[src/rtl/bin_to_bcd_pkg.sv]
// Shared types, constants and iteration-count helper for the serial binary-to-BCD converter.
// Honours BIN_TO_BCD_TWOS_COMP_EN (two's-complement input interpretation).
package bin_to_bcd_pkg;

   typedef enum logic [1:0] {
      IDLE,
      SHIFT,
      DONE
   } state_e;

   localparam int unsigned BCD_DIGIT_W   = 4;
   localparam int unsigned NUM_DIGITS    = 3;
   localparam int unsigned ADJ_THRESHOLD = 5;
   localparam int unsigned ADJ_VALUE     = 3;

   // Two's complement needs the full width to hold the magnitude of the most negative value.
   function automatic int unsigned iter_count(input int unsigned data_w);
`ifdef BIN_TO_BCD_TWOS_COMP_EN
      return data_w;
`else
      return data_w - 1;
`endif
   endfunction

endpackage

[src/rtl/bin_to_bcd_serial_adjust.sv]
// Double-dabble digit correction: adds 3 to a BCD digit that is 5 or more before the shift.
module bcd_digit_adjust
   import bin_to_bcd_pkg::*;
(
   input  logic [BCD_DIGIT_W-1:0] d_i,
   output logic [BCD_DIGIT_W-1:0] d_o
);

   always_comb begin
      d_o = d_i;
      if (d_i >= BCD_DIGIT_W'(ADJ_THRESHOLD)) begin
         d_o = d_i + BCD_DIGIT_W'(ADJ_VALUE);
      end
   end

endmodule

[src/rtl/bin_to_bcd_serial.sv]
// Serial signed binary to sign + 3-digit BCD converter, one magnitude bit per clock.
// Define BIN_TO_BCD_TWOS_COMP_EN to treat valor as two's complement instead of sign-magnitude.
module bin_to_bcd_serial
   import bin_to_bcd_pkg::*;
#(
   parameter int unsigned DATA_W = 8
) (
   input  logic              clk,
   input  logic              rst_n,
   input  logic              in_valid,
   output logic              in_ready,
   input  logic [DATA_W-1:0] valor,
   output logic              out_valid,
   input  logic              out_ready,
   output logic              sinal,
   output logic [3:0]        centena,
   output logic [3:0]        dezena,
   output logic [3:0]        unidade
);

   localparam int unsigned N     = iter_count(DATA_W);
   localparam int unsigned MAG_W = N;
   localparam int unsigned BCD_W = BCD_DIGIT_W * NUM_DIGITS;
   localparam int unsigned CNT_W = $clog2(N + 1);

   state_e           state_q, state_d;
   logic [MAG_W-1:0] mag_q, mag_d, mag_in;
   logic [BCD_W-1:0] bcd_q, bcd_d, bcd_adj;
   logic [BCD_W-1:0] res_q, res_d;
   logic [CNT_W-1:0] cnt_q, cnt_d;
   logic             sign_q, sign_d, sign_in;
   logic             sinal_q, sinal_d;

`ifdef BIN_TO_BCD_TWOS_COMP_EN
   always_comb begin
      sign_in = valor[DATA_W-1];
      mag_in  = valor[DATA_W-1] ? MAG_W'(-valor) : MAG_W'(valor);
   end
`else
   // Negative zero is reported as positive.
   always_comb begin
      sign_in = valor[DATA_W-1] & (|valor[DATA_W-2:0]);
      mag_in  = valor[DATA_W-2:0];
   end
`endif

   for (genvar g = 0; g < NUM_DIGITS; g++) begin : g_adj
      bcd_digit_adjust u_adj (
         .d_i (bcd_q[g*BCD_DIGIT_W +: BCD_DIGIT_W]),
         .d_o (bcd_adj[g*BCD_DIGIT_W +: BCD_DIGIT_W])
      );
   end

   always_comb begin
      state_d = state_q;
      mag_d   = mag_q;
      bcd_d   = bcd_q;
      cnt_d   = cnt_q;
      sign_d  = sign_q;
      res_d   = res_q;
      sinal_d = sinal_q;
      case (state_q)
         IDLE: begin
            if (in_valid) begin
               mag_d   = mag_in;
               sign_d  = sign_in;
               bcd_d   = '0;
               cnt_d   = CNT_W'(N);
               state_d = SHIFT;
            end
         end
         SHIFT: begin
            bcd_d = {bcd_adj[BCD_W-2:0], mag_q[MAG_W-1]};
            mag_d = {mag_q[MAG_W-2:0], 1'b0};
            cnt_d = cnt_q - 1'b1;
            if (cnt_q == CNT_W'(1)) begin
               res_d   = {bcd_adj[BCD_W-2:0], mag_q[MAG_W-1]};
               sinal_d = sign_q;
               state_d = DONE;
            end
         end
         DONE: begin
            if (out_ready) begin
               state_d = IDLE;
            end
         end
         default: state_d = IDLE;
      endcase
   end

   always_ff @(posedge clk or negedge rst_n) begin
      if (!rst_n) begin
         state_q <= IDLE;
         mag_q   <= '0;
         bcd_q   <= '0;
         cnt_q   <= '0;
         sign_q  <= 1'b0;
         res_q   <= '0;
         sinal_q <= 1'b0;
      end else begin
         state_q <= state_d;
         mag_q   <= mag_d;
         bcd_q   <= bcd_d;
         cnt_q   <= cnt_d;
         sign_q  <= sign_d;
         res_q   <= res_d;
         sinal_q <= sinal_d;
      end
   end

   assign in_ready  = (state_q == IDLE);
   assign out_valid = (state_q == DONE);
   assign sinal     = sinal_q;
   assign centena   = res_q[2*BCD_DIGIT_W +: BCD_DIGIT_W];
   assign dezena    = res_q[1*BCD_DIGIT_W +: BCD_DIGIT_W];
   assign unidade   = res_q[0 +: BCD_DIGIT_W];

endmodule
[config.mk]
export PLATFORM = sky130hd
export DESIGN_NAME = bin_to_bcd_serial
export DESIGN_NICKNAME = d
export VERILOG_FILES = /design/src/rtl/bin_to_bcd_pkg.sv /design/src/rtl/bin_to_bcd_serial_adjust.sv /design/src/rtl/bin_to_bcd_serial.sv
export SDC_FILE = /design/constraint.sdc
export NUM_CORES = 1
export LEC_CHECK = 0
export ABC_AREA = 0
export ABC_CLOCK_PERIOD_IN_PS = 4100
export CAP_MARGIN = 20
export CORE_UTILIZATION = 57
export CTS_CLUSTER_DIAMETER = 60
export DETAILED_ROUTE_END_ITERATION = 10
export GPL_ROUTABILITY_DRIVEN = 0
export PLACE_DENSITY = 0.93
export SLEW_MARGIN = 20
export SYNTH_ARGS = -nofsm -noshare
export SYNTH_HDL_FRONTEND = slang
export SYNTH_SLANG_ARGS = --single-unit
[constraint.sdc]
create_clock -name clk -period 4.1 [get_ports clk]
set_input_delay 0.41 -clock clk [delete_from_list [all_inputs] [get_ports clk]]
set_output_delay 0.41 -clock clk [all_outputs]
set_load 0.005 [all_outputs]
* Word-level counts from Yosys, hierarchy flattened *
Cells that the tools add are included.

word-level totals
  register bits after elaboration = 38
  input bits = 12
  output and inout bits = 15
  word-level logic and storage cells = 41

cells by class
  bitwise operators = 1
  reductions and logical operators = 7
  $add $sub $neg = 4
  $lt $le $gt $ge = 3
  multiplexer cells = 13
  equal/unequal tests = 6

operators with widths
  cell                                                                                 count
  12-bit case mux with 2 select lines                                                  1
  7-bit case mux with 2 select lines                                                   1
  4-bit by 3-bit greater-or-equal comparator with 1-bit output, second input constant  3
  12-bit 2-to-1 mux                                                                    1
  4-bit by 2-bit adder with 4-bit output, second input constant                        2
  4-bit 2-to-1 mux                                                                     2
  7-bit 2-to-1 mux                                                                     1
  7-bit OR reduction                                                                   1
  2-bit 2-to-1 mux                                                                     3
  3-bit 2-to-1 mux                                                                     2
  2-bit case mux with 3 select lines                                                   1
  3-bit case mux with 2 select lines                                                   1
  2-bit AND reduction                                                                  3
  2-bit != test, second input constant                                                 2
  3-bit by 2-bit adder with 3-bit output, second input constant                        1
  3-bit by 1-bit equality test with 1-bit output, second input constant                1
  3-bit AND reduction                                                                  1
  3-bit by 1-bit subtractor with 3-bit output, second input constant                   1
  2-bit by 1-bit equality test with 1-bit output, second input constant                1
  2-bit equality test, second input constant                                           1
  2-bit zero test                                                                      1
  2-bit by 1-bit != test with 1-bit output, second input constant                      1
  2-bit nonzero test                                                                   1
  1-bit AND                                                                            1

* Depth between registers and ports, before layout *
Gate-level depths: netlist (run 1).

  word-level depth = 3
  gate-level depth with buffers = 7
  depth with buffers taken out = 6

* Modules after synthesis *
A second synthesis (run 1) with hierarchy kept.

second synthesis, totals
  cells, all modules = 171
  area, all modules = 1933.1 µm²

by module, submodules not included
  module             instances  sequential area each (µm²)  area each (µm²)  cells each
  bin_to_bcd_serial  1          950.9                       1629.1           123
  bcd_digit_adjust   3          0.0                         101.3            16

* Worst setup path before layout (run 1) *
OpenSTA, ideal clock, no wires.

  path kind = register to register
  start point = register bcd_q[0]
  end point = register res_q[2]
  required time = 4.017 ns
  stages on the path, launching flop included = 7
  arrival time = 1.396 ns
  library setup time = 0.083 ns
  setup slack = 2.621 ns
  cell sequence = dfrtp_1 > inv_1 > ha_1 > nand2b_1 > a21oi_2 > mux2_2 > o21ai_0

between the ends
  longest elaborated chain between the ends = 2
  elaborated cells between the ends (all ways) = 3
  those cells by class = add/sub: 1; order compare: 1; mux: 1

ends and longest elaborated chain
  what                                                                                                                    line                                                            source
  from (decl)                                                                                                             bin_to_bcd_serial.sv:28                                         logic [BCD_W-1:0] bcd_q, bcd_d, bcd_adj;
  from (signal assigned)                                                                                                  bin_to_bcd_serial.sv:95                                         bcd_q <= '0;
  from (signal assigned)                                                                                                  bin_to_bcd_serial.sv:103                                        bcd_q <= bcd_d;
  4-bit by 2-bit adder with 4-bit output or 4-bit by 3-bit greater-or-equal comparator with 1-bit output (tied branches)  bin_to_bcd_serial_adjust.sv:12, bin_to_bcd_serial_adjust.sv:11
  4-bit 2-to-1 mux (*)                                                                                                    bin_to_bcd_serial_adjust.sv:11                                  if (d_i >= BCD_DIGIT_W'(ADJ_THRESHOLD)) begin
  to (signal assigned)                                                                                                    bin_to_bcd_serial.sv:106                                        res_q <= res_d;
  to (decl)                                                                                                               bin_to_bcd_serial.sv:29                                         logic [BCD_W-1:0] res_q, res_d;

Every way passes the cells marked *; elsewhere a longest branch is shown, timed or not.
A chain may end at the register's enable or synchronous reset.

* Worst setup path after layout (run 1) *
  start point = register state_q[0]
  end point = output out_valid

between the ends
  longest elaborated chain between the ends = 1

ends and longest elaborated chain
  what                    line                      source
  from (decl)             bin_to_bcd_serial.sv:26   state_e state_q, state_d;
  from (signal assigned)  bin_to_bcd_serial.sv:101  state_q <= state_d;
  2-bit equality test     bin_to_bcd_serial.sv:112  assign out_valid = (state_q == DONE);
  to (decl)               bin_to_bcd_serial.sv:13   output logic out_valid,

Every way passes these cells.

==> results of run 1 <==
## Yosys cell counts, drive strengths merged (2+ instances only)
cell,number
inv,9
a21oi,9
nand2b,5
clkbuf,2
nor3b,5
a22o,4
nor3,3
o21ai,24
mux2,8
buf,7
xnor2,3
ha,8
nor2,7
a31oi,6
nand2,34
dfrtp,38
nand3,4
## placed cells by master (no fill, tap or decap)
| cell | instances |
|---|---|
| and2_1 | 1 |
| o21bai_1 | 1 |
| nor2b_1 | 1 |
| nand2_1 | 33 |
| and3_1 | 1 |
| ha_1 | 8 |
| nand2b_1 | 5 |
| nor3b_1 | 5 |
| nand3_1 | 4 |
| and2b_1 | 1 |
| clkdlybuf4s50_1 | 25 |
| a31oi_1 | 6 |
| inv_1 | 9 |
| mux2_2 | 8 |
| a21oi_2 | 3 |
| a21oi_1 | 6 |
| clkbuf_8 | 1 |
| xnor2_1 | 3 |
| buf_2 | 1 |
| o21ai_0 | 23 |
| o31ai_1 | 1 |
| or4_4 | 1 |
| o21ai_1 | 1 |
| nor3_1 | 3 |
| nand2_2 | 1 |
| o41ai_2 | 1 |
| nor2_1 | 7 |
| a22o_1 | 4 |
| clkbuf_4 | 5 |
| dfrtp_1 | 38 |
## final cells by class
class                           instances  area share, %
Timing Repair Buffer                   26           11.9
Inverter                                9           1.58
Sequential cell                        38           44.4
Multi-Input combinational cell        128           37.1
Tap cell                               44           2.57
Clock buffer                            6           2.40
## state kept, by name, indices dropped and copies added (netlist names)
| name | flops |
|---|---|
| cnt_q | 3 |
| state_q | 2 |
| sign_q | 1 |
| bcd_q | 12 |
| mag_q | 7 |
| res_q | 12 |
| sinal | 1 |
## logic make-up after synthesis
family	count (synthesis)
DFF	38
xor gates and xnor gates	3
and+or+nand+nor	63
buffers and inverters	18
AOI/OAI and AO/OA	46
muxes	8
adders and majority gates	8
## layer usage
layer	GRT usage, %	wire length, um	vias up
li1	-	-	680
met1	30.2	1500	674
met2	36.1	1530	42
met3	6.37	152	9
met4	10.2	69	0
met5	0	0	-
## final timing paths
kind | startpoint | to | cells after the start
max | state_q[0] | out_valid | 3
min | rst_n | res_q[2] | 1
max reg2reg | state_q[1] | sinal | 3
min reg2reg | res_q[6] | res_q[6] | 2
max in group asynchronous | rst_n | bcd_q[10] | 1
min in group clk | res_q[6] | res_q[6] | 2
## metrics by stage
| stage | utilization [%] | setup slack, ns | area, um2 | total power [mW] | std cells |
|---|---|---|---|---|---|
| 5_1_grt | 70.1 | 2.07 | 2140 | 1.67 | 251 |
| 4_1_cts | 70.1 | 2.17 | 2140 | 1.54 | 251 |
| 6_report | 70.1 | 2.18 | 2140 | 1.53 | 251 |
| 2_1_floorplan | - | 2.62 | 1830 | 1.12 | 184 |
| 3_5_place_dp | 68.4 | 2.10 | 2090 | 1.35 | 245 |
| 3_3_place_gp | 68.4 | 2.23 | 2090 | 1.31 | 245 |
## report_power, final
| part | internal, mW | switching [mW] | total, mW | leakage (nW) |
|---|---|---|---|---|
| Combinational | 0.339 | 0.354 | 0.693 | 0.448 |
| Sequential | 0.531 | 0.114 | 0.646 | 0.477 |
| Clock | 0.0773 | 0.112 | 0.189 | 0.0302 |
| Total | 0.947 | 0.580 | 1.53 | 0.955 |
## worst max-delay path, cell delays in order (launching register included)
cell and delay [ns]:
dfrtp_1 0.43, nand2b_1 0.19, inv_1 0.06, clkdlybuf4s50_1 0.49
==> impl_results.md, run 1 <==
- WS Path Type: flop to output port
- Post-synth cell types: 29
- Critical Path Fanout Max: 5
- Antenna-violating nets left: 0
- Post-synthesis sequential element count: 38
- Largest vdd supply drop: 408 uV
- Antenna violations before repair: 0
- Synth Area in Adders: 5.48%
- CTS Buffer Depth: 2
- Worst reg2reg setup slack: 2.37 ns
- Hold slack: 0.155 ns
- Seq/Total Area, Yosys: 52.0%
- Async S/R FF share, synth: 100%
- Skew final: 0.00509 ns
- Core Area: 3050 um2
- Complex-gate fraction of the synthesized area: 15.3%
- Starting density of the core: 59.9%
- Drt drc: 0
- Initial drt markers: 41
- Row count: 20
- CTS tree: built
- Clock Sinks: 38
- Worst rel slew slack: 42.0%
- Synth Area in Simple Gates: 16.3%
- Area share of the largest cell type after synthesis: 52.0%
- Height of the die: 58.6 um
- Die width: 58.6 um
- Syn Inst Count: 184
- Largest net degree at the start of global routing: 39
- Req. time, crit path: 3.69 ns
- CTS Buf Count: 5
- First-pass GRT wire length: 5.80 mm
- Remaining global-route overflow: 0
- Mux cell area share after synthesis: 4.93%
- Startpoint Class: flop
- Layout cells sized above 1: 10.1%
- PwrDens: 714 nW/um2
- Overall routing resource usage: 23.0%
- Critical path arrival: 1.51 ns
- Mapped Area: 1830 um2
- CTS H-Tree Depth: 2
- Status: finished, final reports clean
- Yosys Warn Count: 0
- Antenna diodes: 0
- Largest cells by area after synthesis: dfrtp_1, nand2_1, o21ai_0, ha_1, mux2_2
- Crit share post-route: 46.9%
- Count of final setup violators: 0
- Vias in the first global route: 1309
- Post-route setup TNS: 0 ns
- WL/cell: 12.9 um
- FILL cells: 240
- Final WL: 3.25 mm
- Final Hold Viols: 0
- Clk_lat worst skew: 0.33 ns
- XOR/XNOR share of the synthesized area: 1.44%
- Multi-input logic area: 795 um2
- Largest family of logic cells by synthesized area: simple AND/OR/NAND/NOR gates
- Die ar.: 3440 um2
- Fmax: 520 MHz
- Post-CTS sizing: 0
- Mean Syn Cell Area: 9.93 um2
- Area growth syn-to-layout: 17.1%
- Most used flip-flop cell after synthesis: dfrtp_1
- Leak pwr: 0.955 nW
- Port Buf Inserts: 26
- Post CTS Setup Buffer Count: 0
- Total of max-cap violations: 0
- Vias: 1405
- Ports: 27
- Via density: 5.60
- Post-synth net total: 204
- Post-DP HPWL: 2.34 mm
- Slew @ Worst Pin: 0.869 ns
- Seq. cell area: 951 um2
- EDFF count, synth: 0
- Crit path capture type: output port
- Min-Delay Path Class: primary input to asynchronous set/reset pin
- Pre-antenna DRT Iters: 4
- Clock root buffer master: clkbuf_4
- # nets final: 228
- Hold Buf Count CTS: 0
- Final Critical Period: 1.92 ns
- RSZ-0062 raised after global routing: no
- Final Max Tran Viols: 0
- Yosys top cell by area: dfrtp_1
- Worst-path clk slew: 0.10 ns
(Power assumes the default switching activity.)
==> inputs of run 2 (changes only) <==
- ABC_CLOCK_PERIOD_IN_PS: 4100 -> 1700
- CORE_UTILIZATION: 57 -> 48
- PLACE_DENSITY: 0.93 -> 0.85
- clock period: 4.1 -> 1.7 ns (I/O delays scaled with it)
==> impl_results.md, run 2 (same netlist as run 1, synthesis figures left out) <==
- Worst-path clk slew: 0.07 ns (-0.03 ns)
- Core Area: 3660 um2 (+20%)
- Min-Delay Path Class: primary input to flop
- CTS H-Tree Depth: 2 (unchanged)
- Antenna violations before repair: 0 (unchanged)
- Hold Crit Endpoint: sign_q
- Clock Sinks: 38 (unchanged)
- R2R depth: 6 (+3)
- Skew final: 0.00474 ns (-0.000351 ns)
- Initial drt markers: 38 (-7.3%)
- Hold path start: valor[7]
- Req. time, crit path: 1.53 ns (-2.16 ns)
- Status: finished, final reports clean
- Total of max-cap violations: 0 (unchanged)
- Overall routing resource usage: 18.5% (-4.5 points)
- Antenna diodes: 0 (unchanged)
- Critical Path Fanout Max: 5 (unchanged)
- Hold slack: 0.423 ns (+0.267 ns)
- Area growth syn-to-layout: 22.2%
- FILL cells: 316 (+32%)
- Crit share post-route: 92.8%
- Critical path arrival: 1.41 ns (-0.10 ns)
- Clock root buffer master: clkbuf_8
- Slew @ Worst Pin: 0.471 ns (-0.397 ns)
- Largest vdd supply drop: 1010 uV (+150%)
- Clk_lat worst skew: 0.29 ns (-0.04 ns)
- Multi-input logic area: 802 um2 (+0.94%)
- WL/cell: 12.3 um (-4.6%)
- Worst R2R Start: bcd_q[0]
- Final Hold Viols: 0 (unchanged)
- First-pass GRT wire length: 5.73 mm (-1.2%)
- Seq. cell area: 951 um2 (unchanged)
- Top flop regs: bcd_q: 12 flops, res_q: 12 flops, mag_q: 7 flops
- Commonest non-fill, non-tap cell in the layout: dfrtp_1
- Remaining global-route overflow: 0 (unchanged)
- Final Max Tran Viols: 0 (unchanged)
- Commonest cells after routing, fill and taps aside: dfrtp_1, nand2_1, clkdlybuf4s50_1
- Vias in the first global route: 1316 (+0.53%)
- Worst reg2reg setup slack: 0.14 ns (-2.23 ns)
- Height of the die: 63.7 um (+8.7%)
- Via density: 5.17 (-7.7%)
- PwrDens: 1740 nW/um2 (+140%)
- Leak pwr: 0.991 nW (+3.8%)
- Count of final setup violators: 0 (unchanged)
- Starting density of the core: 49.9% (-9.9 points)
- Die ar.: 4060 um2 (+18%)
- WS Path Type: flop to output port
- Final Critical Period: 1.58 ns
- Row count: 22 (+10%)
- Largest net degree at the start of global routing: 39 (unchanged)
- # nets final: 235 (+3.1%)
- CTS Buffer Depth: 2 (unchanged)
- Post-DP HPWL: 2.25 mm (-3.8%)
- CTS tree: built
- Drt drc: 0 (unchanged)
- Ports: 27 (unchanged)
- Crit path capture type: output port
- Die width: 63.7 um (+8.7%)
- Pre-antenna DRT Iters: 4 (unchanged)
- Final WL: 3.25 mm (about the same)
- RSZ-0062 raised after global routing: no
- CTS Buf Count: 5 (unchanged)
- Worst rel slew slack: 68.6% (+27 points)
- Post-route setup TNS: 0 ns (unchanged)
- Fmax: 634 MHz
- Port Buf Inserts: 26 (unchanged)
- Startpoint Class: flop
- Layout cells sized above 1: 13.5% (+3.3 points)
- Post CTS Setup Buffer Count: 0 (unchanged)
- Vias: 1359 (-3.3%)
- Crit Reg-Reg Endpoint: bcd_q[2]
- Hold path cells: 3
- Antenna-violating nets left: 0 (unchanged)
==> run 2: changes by cell type in the layout (fill, tap and decap cells not counted), sizes merged <==
| cell | previous run | this run |
|---|---|---|
| buf | 1 | 7 |
| clkbuf | 6 | 7 |
| dlygate4sd3 | 0 | 1 |
==> run 2: layout make-up <==
| cell class | instances | share of cell area [%] |
|---|---|---|
| clock buffers | 7 | 3.42 |
| multi-input cells | 128 | 35.9 |
| flip-flops and latches | 38 | 42.6 |
| well taps | 48 | 2.69 |
| inverters | 9 | 1.51 |
| repair buffers | 33 | 13.9 |
==> run 2: repair_timing <==
action | in CTS | in global routing
setup endpoints to repair | 0 | 5
gates resized for setup | 0 | 6
hold buffers | 1 | 0
endpoints found under the hold margin | 38 | 0
==> run 2: stage by stage <==
step	util [%]	std cells	total power [mW]	worst slack, ns	cell area [um2]
after floorplan	-	184	2.70	0.221	1830
after global placement	58.4	255	3.26	0.109	2140
after detailed placement	58.4	255	3.32	0.0746	2140
after CTS	60.8	263	3.91	0.0587	2230
after global routing	61.0	263	4.25	0.0151	2230
final	61.0	263	3.90	0.123	2230
==> run 2: where the power goes <==
part	internal [mW]	switching, mW	leakage [nW]
Sequential	1.28	0.265	0.477
Combinational	0.896	0.875	0.476
Clock	0.282	0.294	0.0383
Total	2.46	1.43	0.991
==> run 2: worst max-delay path by stage <==
stage	from	to	slack [ns]	cells past startpoint
floorplan	bcd_q[0]	res_q[2]	0.22	6
global placement	bcd_q[0]	res_q[2]	0.11	6
detailed placement	bcd_q[0]	bcd_q[2]	0.07	6
CTS	bcd_q[0]	bcd_q[2]	0.06	6
global route	bcd_q[5]	res_q[6]	0.02	6
finish	state_q[1]	in_ready	0.12	2
==> run 2: critical path: stages, from the launching register on <==
cell and delay [ns]:
dfrtp_1 0.41, nor2_1 0.18, clkdlybuf4s50_1 0.53
==> run 2: metal layers <==
metal  part of all wire [%]  track usage [%]  up-vias
li1                       -                -      688
met1                     49             24.8      636
met2                     46             28.5       30
met3                    3.9             3.99        5
met4                    1.3             8.81        0
met5                      0                0        -
==> inputs of run 3 (changes only) <==
- CORE_MARGIN: not set -> 2
==> impl_results.md, run 3 (same netlist as run 1, synthesis figures left out) <==
- Final instance area: 2250 um2 (+0.90%)
- Commonest non-fill, non-tap cell in the layout: dfrtp_1
- Vias: 1371 (+0.88%)
- Final core occ: 61.6% (+0.55 points)
- Final Max Tran Viols: 0 (unchanged)
- Worst R2R Start: bcd_q[0]
- Crit Reg-Reg Endpoint: res_q[2]
- Slew @ Worst Pin: 0.465 ns (-0.00610 ns)
- Final WS setup: 0.0496 ns (-0.0730 ns)
- Drt drc: 0 (unchanged)
- Dpl cell area: 2140 um2 (-0.12%)
- Finished Layout Cells: 262 (-0.38%)
- Crit share post-route: 97.1% (+4.3 points)
- Largest net degree at the start of global routing: 39 (unchanged)
- Leak pwr: 0.998 nW (+0.66%)
- Final Hold Viols: 0 (unchanged)
- Hold Buf Count CTS: 0 (-1)
- Vias in the first global route: 1326 (+0.76%)
- Antenna violations before repair: 0 (unchanged)
- Design Power: 4.00 mW (+2.6%)
- Ports: 27 (unchanged)
- Seq. cell area: 951 um2 (unchanged)
- Remaining global-route overflow: 0 (unchanged)
- Post-DP HPWL: 2.37 mm (+5.2%)
- Antenna-violating nets left: 0 (unchanged)
- Final WL: 3.43 mm (+5.6%)
- CTS Buf Count: 5 (unchanged)
- PwrDens: 1770 nW/um2 (+1.7%)
- Fmax: 606 MHz (-4.4%)
- CTS Buffer Depth: 2 (unchanged)
- Total of max-cap violations: 0 (unchanged)
- Worst-path clk slew: 0.07 ns (about the same)
- CTS H-Tree Depth: 2 (unchanged)
- Overall routing resource usage: 17.7% (-0.87 points)
- Core Area: 3660 um2 (unchanged)
- WL/cell: 13.1 um (+6.0%)
- Pre-CTS WS: -0.0114 ns (-0.0860 ns)
- WS Path Type: flop to flop
- Clock Sinks: 38 (unchanged)
- Clk_lat worst skew: 0.29 ns (about the same)
- Height of the die: 65.7 um (+3.1%)
- Multi-input logic area: 827 um2 (+3.1%)
- Largest vdd supply drop: 810 uV (-20%)
- Antenna diodes: 0 (unchanged)
- Via density: 5.23 (+1.3%)
- Post-route setup TNS: 0 ns (unchanged)
- First-pass GRT wire length: 5.84 mm (+1.8%)
- Status: finished, final reports clean
- CTS tree: built
- Final Critical Period: 1.65 ns (+0.0730 ns)
- Crit path capture type: flop
- FILL cells: 319 (+0.95%)
- Top flop regs: bcd_q: 12 flops, res_q: 12 flops, mag_q: 7 flops
- Min-Delay Path Class: primary input to asynchronous set/reset pin
- Row count: 22 (unchanged)
- Area growth syn-to-layout: 23.3%
- Die width: 65.7 um (+3.1%)
- Critical Path Fanout Max: 5 (unchanged)
- Die ar.: 4320 um2 (+6.4%)
- Worst rel slew slack: 69.0% (+0.41 points)
- Skew final: 0.00571 ns (+0.000971 ns)
- Layout cells sized above 1: 13.1% (-0.40 points)
- Clock root buffer master: clkbuf_8
- Starting density of the core: 49.9% (unchanged)
- # nets final: 234 (-0.43%)
- Port Buf Inserts: 26 (unchanged)
- Req. time, crit path: 1.90 ns (+0.37 ns)
- Commonest cells after routing, fill and taps aside: dfrtp_1, nand2_1, clkdlybuf4s50_1
- Placed cells: 254 (-0.39%)
- Initial drt markers: 30 (-21%)
- Startpoint Class: flop
- Count of final setup violators: 0 (unchanged)
- Hold slack: 0.295 ns (-0.127 ns)
- Pre-antenna DRT Iters: 4 (unchanged)
- R2R depth: 6 (unchanged)
- Worst reg2reg setup slack: 0.05 ns (-0.09 ns)
- Critical path arrival: 1.85 ns (+0.44 ns)
-- run 3: cell count changes in the layout (fill, tap and decap cells not counted), sizes merged --
cell,delta
dlygate4sd3,-1
buf,-1
clkdlybuf4s50,+1
-- run 3: worst max path at each step --
stage	start	end	slack [ns]	depth (start not counted)
finish	bcd_q[0]	res_q[2]	0.05	6
global route	bcd_q[0]	res_q[2]	-0.01	6
CTS	bcd_q[0]	res_q[2]	0.005	6
detailed placement	bcd_q[0]	res_q[2]	-0.01	6
global placement	bcd_q[0]	res_q[2]	0.11	6
floorplan	bcd_q[0]	res_q[2]	0.22	6
-- run 3: layout make-up --
type,instances,share of cell area [%]
flip-flops and latches,38,42.2
multi-input cells,128,36.7
repair buffers,32,13.5
clock buffers,7,3.39
well taps,48,2.67
inverters,9,1.50
-- run 3: routing by layer --
layer	track usage [%]	wire [um]
met1	22.9	1610
met2	29.0	1620
met3	3.60	161
met4	6.77	34
met5	0	0
-- run 3: repair_timing --
action                                  in CTS  in global routing
buffers inserted                             0                  1
hold endpoints to repair                     0                  0
endpoints found under the setup margin       1                  7
pin swaps                                    0                  2
resized for setup                            1                  5
-- run 3: report_power, final --
part | leakage, nW | switching [mW] | total [mW] | internal, mW
combinational | 0.483 | 0.936 | 1.88 | 0.941
clock | 0.0383 | 0.287 | 0.569 | 0.282
sequential | 0.477 | 0.268 | 1.55 | 1.28
total | 0.998 | 1.49 | 4.00 | 2.51
-- run 3: critical path: stages (launching register included) --
cell and delay (ns):
dfrtp_1 0.42, inv_1 0.16, ha_4 0.18, nand2b_1 0.09
a21oi_2 0.18, mux2_2 0.36, o21ai_0 0.17
